### config.mk
export PLATFORM = sky130hd
export DESIGN_NAME = hex_display_scanner_flat
export DESIGN_NICKNAME = d
export VERILOG_FILES = /design/src/rtl/hex_display_scanner_if.sv /design/src/rtl/hex_display_scanner.sv /design/src/flat_wrapper.sv
export SDC_FILE = /design/constraint.sdc
export NUM_CORES = 1
export LEC_CHECK = 0
export CORE_MARGIN = 4
export CORE_UTILIZATION = 45
export CTS_BUF_LIST = sky130_fd_sc_hd__clkbuf_2
export DETAILED_ROUTE_END_ITERATION = 10
export GPL_TIMING_DRIVEN = 0
export PLACE_DENSITY = 0.65
export SKIP_LAST_GASP = 1
export SYNTH_ARGS = -nofsm -noshare
export SYNTH_HDL_FRONTEND = slang
export SYNTH_SLANG_ARGS = --single-unit
### constraint.sdc
create_clock -name i_clk -period 4.4 [get_ports i_clk]
set_input_delay 0.44 -clock i_clk [delete_from_list [all_inputs] [get_ports i_clk]]
set_output_delay 0.44 -clock i_clk [all_outputs]
set_load 0.01 [all_outputs]
### src/rtl/hex_display_scanner_if.sv
`timescale 1ns/1ps
// hex_display_scanner_if
// Groups the display data path of hex_display_scanner into one bundle.
//   i_cnt   [39:0] value to display, captured on i_load
//   i_load         single-cycle capture strobe
//   i_blank        level, forces the display dark
//   o_seg   [6:0]  segments {g,f,e,d,c,b,a}, active-low
//   o_dig   [9:0]  digit enables, active-low, one-cold
//   o_frame        one-cycle pulse per completed 10-digit scan
// master = the side that supplies the count (upstream / testbench),
// slave  = the scanner itself.
interface hex_display_scanner_if;
  logic [39:0] i_cnt;
  logic        i_load;
  logic        i_blank;
  logic [6:0]  o_seg;
  logic [9:0]  o_dig;
  logic        o_frame;

  modport master (
    output i_cnt, i_load, i_blank,
    input  o_seg, o_dig, o_frame
  );

  modport slave (
    input  i_cnt, i_load, i_blank,
    output o_seg, o_dig, o_frame
  );
endinterface

### src/rtl/hex_display_scanner.sv
`timescale 1ns/1ps
// hex_display_scanner
// Multiplexed 10-digit seven-segment driver for a 40-bit hex count.
// A prescaler divides i_clk into digit slots of CLK_DIV clocks; each slot
// lights one digit. New counts are staged in a pending register and only
// transferred to the displayed value at a frame boundary, so one scan never
// mixes digits of two different counts.
//   i_clk    sole clock, rising edge
//   i_rst_n  asynchronous active-low reset
//   bus      slave side of hex_display_scanner_if (i_cnt, i_load, i_blank
//            in; o_seg, o_dig, o_frame out, all outputs registered)
// Parameters:
//   CLK_DIV      clocks per digit slot (>= 2)
//   LZ_SUPPRESS  1 blanks leading zero digits (digit 0 always lit)
module hex_display_scanner #(
  parameter int CLK_DIV     = 50000,
  parameter int LZ_SUPPRESS = 0
) (
  input  logic                  i_clk,
  input  logic                  i_rst_n,
  hex_display_scanner_if.slave  bus
);

  localparam int PW = (CLK_DIV > 1) ? $clog2(CLK_DIV) : 1;
  localparam logic [PW-1:0] PRESC_LAST = PW'(CLK_DIV - 1);

  // Active-low hex glyphs, {g,f,e,d,c,b,a}; b and d are lowercase.
  function automatic logic [6:0] hex_glyph(input logic [3:0] nib);
    logic [6:0] seg;
    case (nib)
      4'h0:    seg = 7'h40;
      4'h1:    seg = 7'h79;
      4'h2:    seg = 7'h24;
      4'h3:    seg = 7'h30;
      4'h4:    seg = 7'h19;
      4'h5:    seg = 7'h12;
      4'h6:    seg = 7'h02;
      4'h7:    seg = 7'h78;
      4'h8:    seg = 7'h00;
      4'h9:    seg = 7'h10;
      4'hA:    seg = 7'h08;
      4'hB:    seg = 7'h03;
      4'hC:    seg = 7'h46;
      4'hD:    seg = 7'h21;
      4'hE:    seg = 7'h06;
      4'hF:    seg = 7'h0E;
      default: seg = 7'h7F;
    endcase
    return seg;
  endfunction

  logic [PW-1:0] presc_r;
  logic [3:0]    idx_r;
  logic [39:0]   pend_r;
  logic          pend_valid_r;
  logic [39:0]   shown_r;
  logic [6:0]    seg_r;
  logic [9:0]    dig_r;
  logic          frame_r;

  logic          tick_s;
  logic          boundary_s;
  logic [39:0]   shifted_s;
  logic [3:0]    nib_s;
  logic          lz_blank_s;
  logic [6:0]    seg_nxt_s;
  logic [9:0]    dig_nxt_s;

  // Slot tick and frame boundary (last slot of digit 9).
  always_comb begin
    tick_s     = (presc_r == PRESC_LAST);
    boundary_s = tick_s && (idx_r == 4'd9);
  end

  // Select the current digit's nibble and decide what the segments show next.
  always_comb begin
    // Shifting the current nibble to the bottom also leaves exactly the
    // nibbles idx..9 in the word, so a zero word means "leading zero".
    shifted_s = shown_r >> {idx_r, 2'b00};
    nib_s     = shifted_s[3:0];
    if ((LZ_SUPPRESS != 0) && (idx_r != 4'd0) && (shifted_s == 40'd0)) begin
      lz_blank_s = 1'b1;
    end else begin
      lz_blank_s = 1'b0;
    end
    if (bus.i_blank) begin
      seg_nxt_s = 7'h7F;
      dig_nxt_s = 10'h3FF;
    end else begin
      dig_nxt_s = ~(10'd1 << idx_r);
      if (lz_blank_s) begin
        seg_nxt_s = 7'h7F;
      end else begin
        seg_nxt_s = hex_glyph(nib_s);
      end
    end
  end

  // Prescaler and digit index.
  always_ff @(posedge i_clk or negedge i_rst_n) begin
    if (!i_rst_n) begin
      presc_r <= '0;
      idx_r   <= 4'd0;
    end else if (tick_s) begin
      presc_r <= '0;
      idx_r   <= (idx_r == 4'd9) ? 4'd0 : idx_r + 4'd1;
    end else begin
      presc_r <= presc_r + PW'(1);
    end
  end

  // Pending / shown registers; shown only changes at a frame boundary.
  always_ff @(posedge i_clk or negedge i_rst_n) begin
    if (!i_rst_n) begin
      pend_r       <= 40'd0;
      pend_valid_r <= 1'b0;
      shown_r      <= 40'd0;
    end else if (boundary_s) begin
      // A strobe landing on the boundary bypasses the pending stage.
      if (bus.i_load) begin
        shown_r <= bus.i_cnt;
        pend_r  <= bus.i_cnt;
      end else if (pend_valid_r) begin
        shown_r <= pend_r;
      end else begin
        shown_r <= shown_r;
      end
      pend_valid_r <= 1'b0;
    end else if (bus.i_load) begin
      pend_r       <= bus.i_cnt;
      pend_valid_r <= 1'b1;
    end else begin
      pend_valid_r <= pend_valid_r;
    end
  end

  // Registered display outputs and frame pulse.
  always_ff @(posedge i_clk or negedge i_rst_n) begin
    if (!i_rst_n) begin
      seg_r   <= 7'h7F;
      dig_r   <= 10'h3FF;
      frame_r <= 1'b0;
    end else begin
      seg_r   <= seg_nxt_s;
      dig_r   <= dig_nxt_s;
      frame_r <= boundary_s;
    end
  end

  assign bus.o_seg   = seg_r;
  assign bus.o_dig   = dig_r;
  assign bus.o_frame = frame_r;

endmodule
### src/flat_wrapper.sv
// flat-port wrapper written by rule: the top's interface ports become plain ports
module hex_display_scanner_flat 
#(
  parameter int CLK_DIV     = 50000,
  parameter int LZ_SUPPRESS = 0
)
  (i_clk, i_rst_n, bus_i_cnt, bus_i_load, bus_i_blank, bus_o_seg, bus_o_dig, bus_o_frame);
  hex_display_scanner_if bus_i ();
  input  logic i_clk;
  input  logic i_rst_n;
  input wire logic [$bits(bus_i.i_cnt)-1:0] bus_i_cnt;
  input wire logic [$bits(bus_i.i_load)-1:0] bus_i_load;
  input wire logic [$bits(bus_i.i_blank)-1:0] bus_i_blank;
  output wire logic [$bits(bus_i.o_seg)-1:0] bus_o_seg;
  output wire logic [$bits(bus_i.o_dig)-1:0] bus_o_dig;
  output wire logic [$bits(bus_i.o_frame)-1:0] bus_o_frame;
  assign bus_i.i_cnt = bus_i_cnt;
  assign bus_i.i_load = bus_i_load;
  assign bus_i.i_blank = bus_i_blank;
  assign bus_o_seg = bus_i.o_seg;
  assign bus_o_dig = bus_i.o_dig;
  assign bus_o_frame = bus_i.o_frame;
  hex_display_scanner #(.CLK_DIV(CLK_DIV), .LZ_SUPPRESS(LZ_SUPPRESS)) u_core (.i_clk(i_clk), .i_rst_n(i_rst_n), .bus(bus_i));
endmodule
==> results of run 1 <==
==> layout make-up <==
cell class	count	share of cell area, %
Inverter	8	0.462
Multi-Input combinational cell	239	33.9
Tap cell	143	2.75
Sequential cell	119	46.1
Clock buffer	20	1.54
Buffer	18	2.19
Timing Repair Buffer	62	9.84
Clock inverter	12	3.16
==> stage by stage <==
stage          cells  worst slack [ps]  hold WS, ps
2_1_floorplan    384              2070          144
3_3_place_gp     587             -1510          457
3_5_place_dp     588              1510          425
4_1_cts          621              1470          109
5_1_grt          621              1140          126
6_report         621              1440          172
==> cell usage after synthesis, drive strengths merged, types with 5 or more instances <==
cell type / number
and2: 5
buf: 14
dfrtp: 102
dfstp: 17
ha: 9
inv: 8
mux2: 82
mux2i: 19
nand2: 11
nand3: 16
nor2: 23
o211ai: 6
o21ai: 7
o22ai: 5
xnor2: 6
xor2: 9
==> worst paths after layout <==
kind	cells after the start	start	slack [ps]	to
min in group asynchronous	2	i_rst_n	240	u_core.shown_r[0]
worst max-delay path	11	u_core.idx_r[0]	1440	u_core.bus.o_seg[3]
max in group asynchronous	3	i_rst_n	3470	u_core.idx_r[0]
worst min-delay path	3	bus_i_load	170	u_core.pend_valid_r
worst max register to register	11	u_core.idx_r[0]	1440	u_core.bus.o_seg[3]
worst min register to register	1	u_core.presc_r[7]	500	u_core.presc_r[7]
==> metal layers <==
layer	vias to the layer above	routed length, um	GRT usage (%)
met2	70	4640	23.3
met5	-	0	0
met1	1540	4650	20.7
met4	0	214	6.45
li1	1525	-	-
met3	22	449	5.53
==> logic make-up after synthesis <==
family | after synthesis
buffers and inverters | 26
AND/OR/NAND/NOR | 80
adder cells (fa/ha/maj) | 9
AO/OA/AOI/OAI | 32
XOR/XNOR | 15
multiplexers | 103
flip-flops | 119
==> worst max-delay path, stage by stage, from the launching register on <==
cell and delay, ps:
dfrtp_1 340, buf_2 280, buf_4 290, mux2i_1 140, o22ai_1 220, nor3b_1 440
nor2_1 220, inv_1 130, ha_1 250, o21ai_0 120, o2111a_1 250, a22oi_1 190
==> report_power, final <==
group	switching, W	internal [W]
registers	0.00000881	0.00114
logic	0.0000620	0.0000734
clock network	0.000394	0.000486
total	0.000465	0.00170
==> sequential cells by signal, indices dropped and copies added (netlist names) <==
register,count
u_core.shown_r,40
u_core.bus.o_seg,7
u_core.bus.o_frame,1
u_core.presc_r,16
u_core.bus.o_dig,10
u_core.pend_valid_r,1
u_core.idx_r,4
u_core.pend_r,40
==> impl_metrics.py, run 1 <==
metrics = {
    "worst_hold_path": {
        "worstHoldPathType": "primary input to flop",
    },
    "placement": {
        "dp_hpwl_mm": 7.08,
        "post_dp_cell_area_sq_mm": 0.00618,
        "place.gp.congestion": 0.818,
        "numPortBuffers": 60,
    },
    "worst_setup_path": {
        "required_ps": 4990,
        "worst-path-max-fanout": 10,
        "start_kind": "flop",
        "cp-end-kind": "flop",
        "path_class": "flop to flop",
        "worstPathArrival_ps": 3550,
    },
    "floorplanning": {
        "num_rows": 39,
        "die_w_um": 117,
        "die_h_um": 117,
        "die_area_sq_mm": 0.0138,
        "core-area_sq_mm": 0.0116,
        "start_util_pct": 46.5,
        "num_io_pins": 62,
    },
    "clock_network": {
        "cts_htree_levels": 4,
        "cts_root_buf": "clkbuf_2",
        "post_cts_buffers": 0,
        "cts_resized": 0,
        "clk_path_buf_depth": 2,
        "numCtsBuffers": 17,
        "path_clk_slew_ps": 160,
        "clock_latency_ps": 690,
        "clkSinkCount": 119,
        "cts_tree": "done",
        "cts_hold_buf": 1,
    },
    "global_route": {
        "antenna_found_initial": 0,
        "grt_pass1_wl_mm": 17.0,
        "grt_pass1_vias": 3418,
        "grt_overflow": 0,
        "grtUsageTotal_pct": 15.6,
        "grt_max_degree": 66,
    },
    "detailed_routing": {
        "routedWlPerCell_um": 16.0,
        "first_iter_violations": 135,
        "drc": 0,
        "via_per_inst": 5.08,
        "ant_nets": 0,
        "num_vias": 3157,
        "dr.pass1.iters": 4,
        "routed_wl_mm": 9.95,
    },
    "synth": {
        "synth_area_sq_mm": 0.00538,
        "syn_inst": 384,
        "yosys.area.top_type_share_pct": 47.5,
        "ys_ff_latch": 119,
        "async_reset_ff_share_pct": 100,
        "yosysWarnings": 0,
        "syn_nets": 437,
        "synth_compound_area_share_pct": 4.17,
        "yosysTopAreaCell": "dfrtp_1",
        "synth-main-ff-cell": "dfrtp_1",
        "synthXorXnorAreaFrac_pct": 2.44,
        "synth-simple-area-share_pct": 7.96,
        "synthTopCellsByArea": "dfrtp_1, mux2_4, dfstp_2",
        "synth.area.mux_share_pct": 24.3,
        "ys_types": 51,
        "syn_area_per_cell_sq_um": 14.0,
        "synth_edf_count": 0,
        "synthAdderAreaFrac_pct": 2.09,
        "yosysSeqAreaShare_pct": 55.8,
        "synth_top_family_by_area": "multiplexers",
    },
    "timing": {
        "rsz0062_at_grt": "false",
        "tightest_slew_ps": 623,
        "max_freq_mhz": 338,
        "setup_viol": 0,
        "final_hold_viol_count": 0,
        "setup_tns_ps": 0,
        "finalMaxSlewViolations": 0,
        "period_share_pct": 67.2,
        "fin_skew_ps": 40.4,
        "final.min_clock_period_ps": 2960,
        "maxSlewHeadroom_pct": 58.5,
    },
    "finish": {
        "area_growth_pct": 20.9,
        "multi_input_area_sq_mm": 0.00220,
        "fin_area_sq_mm": 0.00650,
        "nets": 518,
        "fin_util_pct": 56.2,
        "nFillCells": 979,
        "final_common_cell": "dfrtp_1",
        "layout_common_cells": "dfrtp_1, clkdlybuf4s50_1, mux2_4",
        "regArea_sq_mm": 0.00300,
        "drive_gt1_share_pct": 25.7,
        "diodes": 0,
    },
    "power_and_ir_drop": {
        "irDropWorstVdd_v": 0.000247,
        "leakage_nw": 2.80,
        "power.total_w": 0.00216,
        "power.density_mw_per_mm2": 332,
    },
    "run": {
        "maxCapViolations": 0,
    },
    "outcome": {
        "status": "finished clean",
    },
}
No activity file was read; power rests on OpenSTA's default activity.
==> run 2, diff against run 1 <==
Settings changed: PLACE_DENSITY 0.65 to 0.68.
Clock period 4.4 ns to 2.7 ns, I/O delays scaled along.
==> run 2 against run 1 <==
Compared with the run above:
- sequential share of layout area up 0.28 points
- fmax rose by 17%
- via count up 1.7%
- die area is the same
- setup slack got worse by 1300 ps
- routed wire length grew 2.1%
- sequential cell count did not move
- largest power group unchanged
==> impl_metrics.py, run 2 (synthesized netlist as in run 1, its figures left out) <==
metrics = {
    "worst_setup_path": {
        "worstPathArrival_ps": 3100,
        "rr_worst_depth": 12,
        "crit_buf_inv": 4,
        "required_ps": 3270,
        "start_kind": "flop",
        "path_class": "flop to flop",
        "worst-path-max-fanout": 10,
        "crit_top_cell": "buf_4",
        "reg2reg_to": "u_core.bus.o_seg[3]",
        "rrSetupSlack_ps": 170,
        "worstPathCellList": "buf_4 > buf_6 > buf_4 > mux2i_1 > nor2_1 > o21a_1 > nor2_4 > inv_1 > ha_1 > o21ai_0 > o2111a_1 > a22oi_1",
        "slowest_delay_ps": 360,
        "r2r-start": "u_core.idx_r[0]",
        "cp-end-kind": "flop",
        "cp_top_family": "buffers and inverters",
        "critPathSlowestCell": "dfrtp_1",
        "cp_num_cells": 12,
    },
    "placement": {
        "place.gp.congestion": 0.838,
        "post_dp_cell_area_sq_mm": 0.00618,
        "dp_hpwl_mm": 7.17,
        "numPortBuffers": 60,
    },
    "worst_hold_path": {
        "min_path_cells": 2,
        "min_from": "bus_i_cnt[38]",
        "holdPathEnd": "u_core.pend_r[38]",
        "worstHoldPathType": "primary input to flop",
    },
    "detailed_routing": {
        "dr.pass1.iters": 4,
        "num_vias": 3211,
        "drc": 0,
        "first_iter_violations": 113,
        "routed_wl_mm": 10.2,
        "ant_nets": 0,
        "via_per_inst": 5.15,
        "routedWlPerCell_um": 16.3,
    },
    "clock_network": {
        "numCtsBuffers": 17,
        "cts_root_buf": "clkbuf_2",
        "clk_path_buf_depth": 2,
        "clock_latency_ps": 660,
        "clkSinkCount": 119,
        "path_clk_slew_ps": 190,
        "cts_tree": "done",
        "cts_htree_levels": 4,
    },
    "floorplanning": {
        "num_io_pins": 62,
        "start_util_pct": 46.5,
        "core-area_sq_mm": 0.0116,
        "die_h_um": 117,
        "die_w_um": 117,
        "num_rows": 39,
        "die_area_sq_mm": 0.0138,
    },
    "finish": {
        "nets": 520,
        "layout_common_cells": "dfrtp_1, clkdlybuf4s50_1, mux2_4",
        "reg_top3": "u_core.pend_r (40), u_core.shown_r (40), u_core.presc_r (16)",
        "drive_gt1_share_pct": 27.1,
        "nFillCells": 972,
        "fin_util_pct": 55.9,
        "diodes": 0,
        "fin_area_sq_mm": 0.00646,
        "final_common_cell": "dfrtp_1",
        "area_growth_pct": 20.2,
    },
    "timing": {
        "finalMaxSlewViolations": 0,
        "final_hold_viol_count": 0,
        "tightest_slew_ps": 644,
        "whs_ps": 216,
        "period_share_pct": 93.7,
        "maxSlewHeadroom_pct": 57.1,
        "setup_viol": 0,
        "final.min_clock_period_ps": 2530,
        "setup_tns_ps": 0,
        "max_freq_mhz": 395,
        "fin_skew_ps": 29.8,
    },
    "power_and_ir_drop": {
        "comb_power_share_pct": 7.1,
        "p_sw_w": 0.000764,
        "p_clk_share_pct": 33.9,
        "irDropWorstVdd_v": 0.000212,
        "leakage_nw": 2.77,
        "pwr-share-seq_pct": 59.1,
        "power.density_mw_per_mm2": 489,
        "sw_frac_of_total_pct": 24.2,
        "power.total_w": 0.00316,
        "intPower_w": 0.00240,
    },
    "outcome": {
        "status": "finished clean",
    },
    "global_route": {
        "grt_max_degree": 78,
        "grt_pass1_wl_mm": 17.6,
        "antenna_found_initial": 0,
        "grtUsageTotal_pct": 15.9,
        "grt_overflow": 0,
        "grt_pass1_vias": 3572,
    },
    "run": {
        "maxCapViolations": 0,
    },
}
[run 2: cell count changes in the layout (fill, tap and decap cells not counted), sizes merged]
cell / previous run / this run
bufinv: 6 / 2
clkinvlp: 0 / 2
dlygate4sd3: 1 / 3
buf: 16 / 17
clkinv: 6 / 7
[run 2: worst max path at each step]
stage,start,to
6_report,u_core.idx_r[0],u_core.bus.o_seg[3]
3_5_place_dp,u_core.idx_r[0],u_core.bus.o_seg[3]
2_1_floorplan,u_core.idx_r[0],u_core.bus.o_seg[3]
3_3_place_gp,i_rst_n,u_core.presc_r[9]
4_1_cts,u_core.idx_r[0],u_core.bus.o_seg[3]
5_1_grt,u_core.idx_r[3],u_core.bus.o_seg[3]
[run 2: area by class of cell]
cell class              count  area, sq um  share of cell area [%]
repair buffers             65          667                    10.3
clock buffers              21          105                    1.63
plain buffers              17          149                    2.30
well taps                 143          179                    2.77
clock inverters            11          108                    1.67
inverters                   8         30.0                   0.465
flip-flops and latches    119         3000                    46.4
multi-input cells         239         2220                    34.4
[run 2: stage by stage]
stage / setup WS, ps / cells
final: 171 / 623
after floorplan: 374 / 384
after global routing: -8.75 / 623
after CTS: 71.3 / 622
after global placement: -3020 / 587
after detailed placement: -152 / 588
[run 2: layer usage]
| layer | vias up | track usage (%) | wire, um |
|---|---|---|---|
| met5 | - | 0 | 0 |
| met4 | 0 | 6.82 | 193 |
| met3 | 18 | 5.00 | 405 |
| met1 | 1593 | 20.8 | 4700 |
| met2 | 68 | 24.5 | 4860 |
| li1 | 1532 | - | - |
[run 2: power groups by stage]
stage                     combinational [W]  clock (W)  sequential (W)
after floorplan                   0.0000862          0         0.00190
after global placement             0.000216          0         0.00190
after detailed placement           0.000226          0         0.00190
after CTS                          0.000230    0.00111         0.00187
after global routing               0.000250    0.00119         0.00187
final                              0.000224    0.00107         0.00187
[run 2: timing repair]
action                     4_1_cts  5_1_grt
setup buffers                    0        1
setup endpoints to repair        6        4
resized for setup                4        7
hold endpoints to repair       120        1
cloned                           0        0
hold buffers                     2        1
==> edit (flow settings as in run 1) <==
One comparison of `idx_r` changes from == to >=.
--- a/src/rtl/hex_display_scanner.sv
+++ b/src/rtl/hex_display_scanner.sv
@@ -69,7 +69,7 @@
   // Slot tick and frame boundary (last slot of digit 9).
   always_comb begin
     tick_s     = (presc_r == PRESC_LAST);
-    boundary_s = tick_s && (idx_r == 4'd9);
+    boundary_s = tick_s && (idx_r >= 4'd9);
   end
 
   // Select the current digit's nibble and decide what the segments show next.
Formal check against the unedited RTL: same outputs for any inputs over 10 cycles, from zero or initial values and one cycle with i_rst_n low; that may be too few to reach the edited logic, so the function may still have changed.
==> edit against run 1 <==
Sequential share of layout area grew 2.2 points. Worst setup slack lost 0.11 ns. Clock power shrank 7.6%. Routed wire length shrank 3.9%. Cell area shrank 4.5%. Sequential cell count is the same. Maximum frequency shrank 3.6%. Area after synthesis shrank 4.9%. Total power shrank 3.0%. Non-clock buffer count shrank 1.
==> edit: results (changes against run 1) <==
| Metric | Value |
|---|---|
| Hold WC Path Type | `in2reg` |
| Vias in the first global route | `3383 (-1.0%)` |
| Vias per std cell | `5.20 (+2.3%)` |
| CP max FO | `10 (unchanged)` |
| Final WL | `9.56 mm (-3.9%)` |
| Worst clock skew | `0.0512 ns (+0.0108 ns)` |
| Static Leak | `2.79 nW (about the same)` |
| Slew HR | `0.532 (-0.0524)` |
| TritonRoute pass-1 iters | `4 (unchanged)` |
| Async SR Flop Fraction | `1.00 (unchanged)` |
| Hold path startpoint | `bus_i_load` |
| Initial antenna violation count | `0 (unchanged)` |
| Hold-fix buffers at CTS | `1 (unchanged)` |
| Status | `completed` |
| PortBufs | `59 (-1.7%)` |
| DP HPWL | `6.77 mm (-4.3%)` |
| Clock latency on the worst-skew pair | `0.67 ns (-0.02 ns)` |
| Critical path arrival | `3.64 ns (+0.09 ns)` |
| Share of post-route cells with drive strength above 1 | `0.247 (-0.0101)` |
| Count of unique library cells instantiated by Yosys | `43 (-16%)` |
| Post-synthesis sequential area ratio | `0.586 (+0.0287)` |
| N_diodes | `0 (unchanged)` |
| CTS Buf Count | `17 (unchanged)` |
| Max Root-Sink Buffers | `2 (unchanged)` |
| Main area contributors after synthesis | `dfrtp_1, mux2_2, mux2_1` |
| Reg clk slew, reported paths | `0.17 ns` |
| Worst vdd ir | `0.183 mV (-26%)` |
| GRT Total Usage | `0.161 (+0.00569)` |
| Yosys warning count | `0 (unchanged)` |
| Crit path launch | `u_core.idx_r[1]` |
| Final nets | `497 (-4.1%)` |
| Max-cap violations | `0 (unchanged)` |
| Placement Cell Area | `5910 um2 (-4.5%)` |
| Setup Buffers After CTS | `0 (unchanged)` |
| First-pass GRT wire length | `16.6 mm (-2.6%)` |
| FILL cells | `953 (-2.7%)` |
| Largest net degree at the start of global routing | `79 (+20%)` |
| Final GP Congestion | `0.797 (-2.5%)` |
| H-Tree Depth | `4 (unchanged)` |
| Syn nets | `417 (-4.6%)` |
| Iteration-0 DRC Markers | `83 (-39%)` |
| Top cells by count, synth | `dfrtp_1, mux2_2, mux2_1, nor2_1, dfstp_2` |
| CTS resizes | `0 (unchanged)` |
[edit: cell types whose count changed in the layout (fill, tap and decap cells not counted), moves of 5 or more]
cell,change
mux2i_1,-9
o22ai_1,-5
mux2_4,-40
o211ai_1,-5
nand3_1,-6
mux2_2,+24
mux4_2,+6
o21ai_0,+7
clkinv_4,+5
mux2_1,+17
[edit: cells by family after synthesis]
kind of cell	after synthesis	synth area share
xor+xnor	13	0.0223
flops	119	0.586
mux	101	0.238
compound gates	29	0.0384
simple gates	67	0.0668
fa+ha+maj	9	0.0220
buf+inv	26	0.0264
[edit: worst max-delay path, stage by stage (launching register included)]
cell	delay [ns]
dfrtp_1	0.36
clkbuf_1	0.45
buf_1	0.46
mux4_2	0.38
a22oi_1	0.17
o21ai_0	0.29
ha_1	0.34
mux2_2	0.27
a221o_1	0.29
[edit: where the power goes]
group,internal [mW],switching (mW)
combinational,0.0769,0.0594
clock,0.382,0.431
sequential,1.14,0.00947
total,1.60,0.500
[edit: path summary, 6_finish.rpt]
path	end	slack, ns	cells after the start
worst max-delay path	u_core.bus.o_seg[6]	1.33	8
worst min-delay path	u_core.pend_valid_r	0.16	3
worst max register to register	u_core.bus.o_seg[6]	1.33	8
worst min register to register	u_core.shown_r[26]	0.50	1
max in group asynchronous	u_core.shown_r[21]	3.47	3
min in group asynchronous	u_core.presc_r[2]	0.21	2
[edit: metal layers]
metal  share of wire  vias up  GRT usage
met5               0        -          0
met4           0.013        0     0.0483
met3           0.048       11     0.0412
met2            0.48       76      0.260
met1            0.46     1575      0.215
li1                -     1444          -
[edit: final cells by class]
cell class,instances,area [um2],share of cell area
plain buffers,18,105,0.0169
clock buffers,18,90.1,0.0145
clock inverters,14,199,0.0321
inverters,8,30.0,0.00484
multi-input cells,219,1980,0.319
flip-flops and latches,119,3000,0.483
well taps,140,175,0.0282
repair buffers,61,629,0.101
[edit: stage by stage]
stage / utilization / setup slack, ns / cells
6_report: 0.565 / 1.33 / 597
5_1_grt: 0.565 / 1.11 / 597
4_1_cts: 0.565 / 1.30 / 597
3_5_place_dp: 0.538 / 1.33 / 564
3_3_place_gp: 0.535 / -1.56 / 563
2_1_floorplan: - / 1.95 / 364
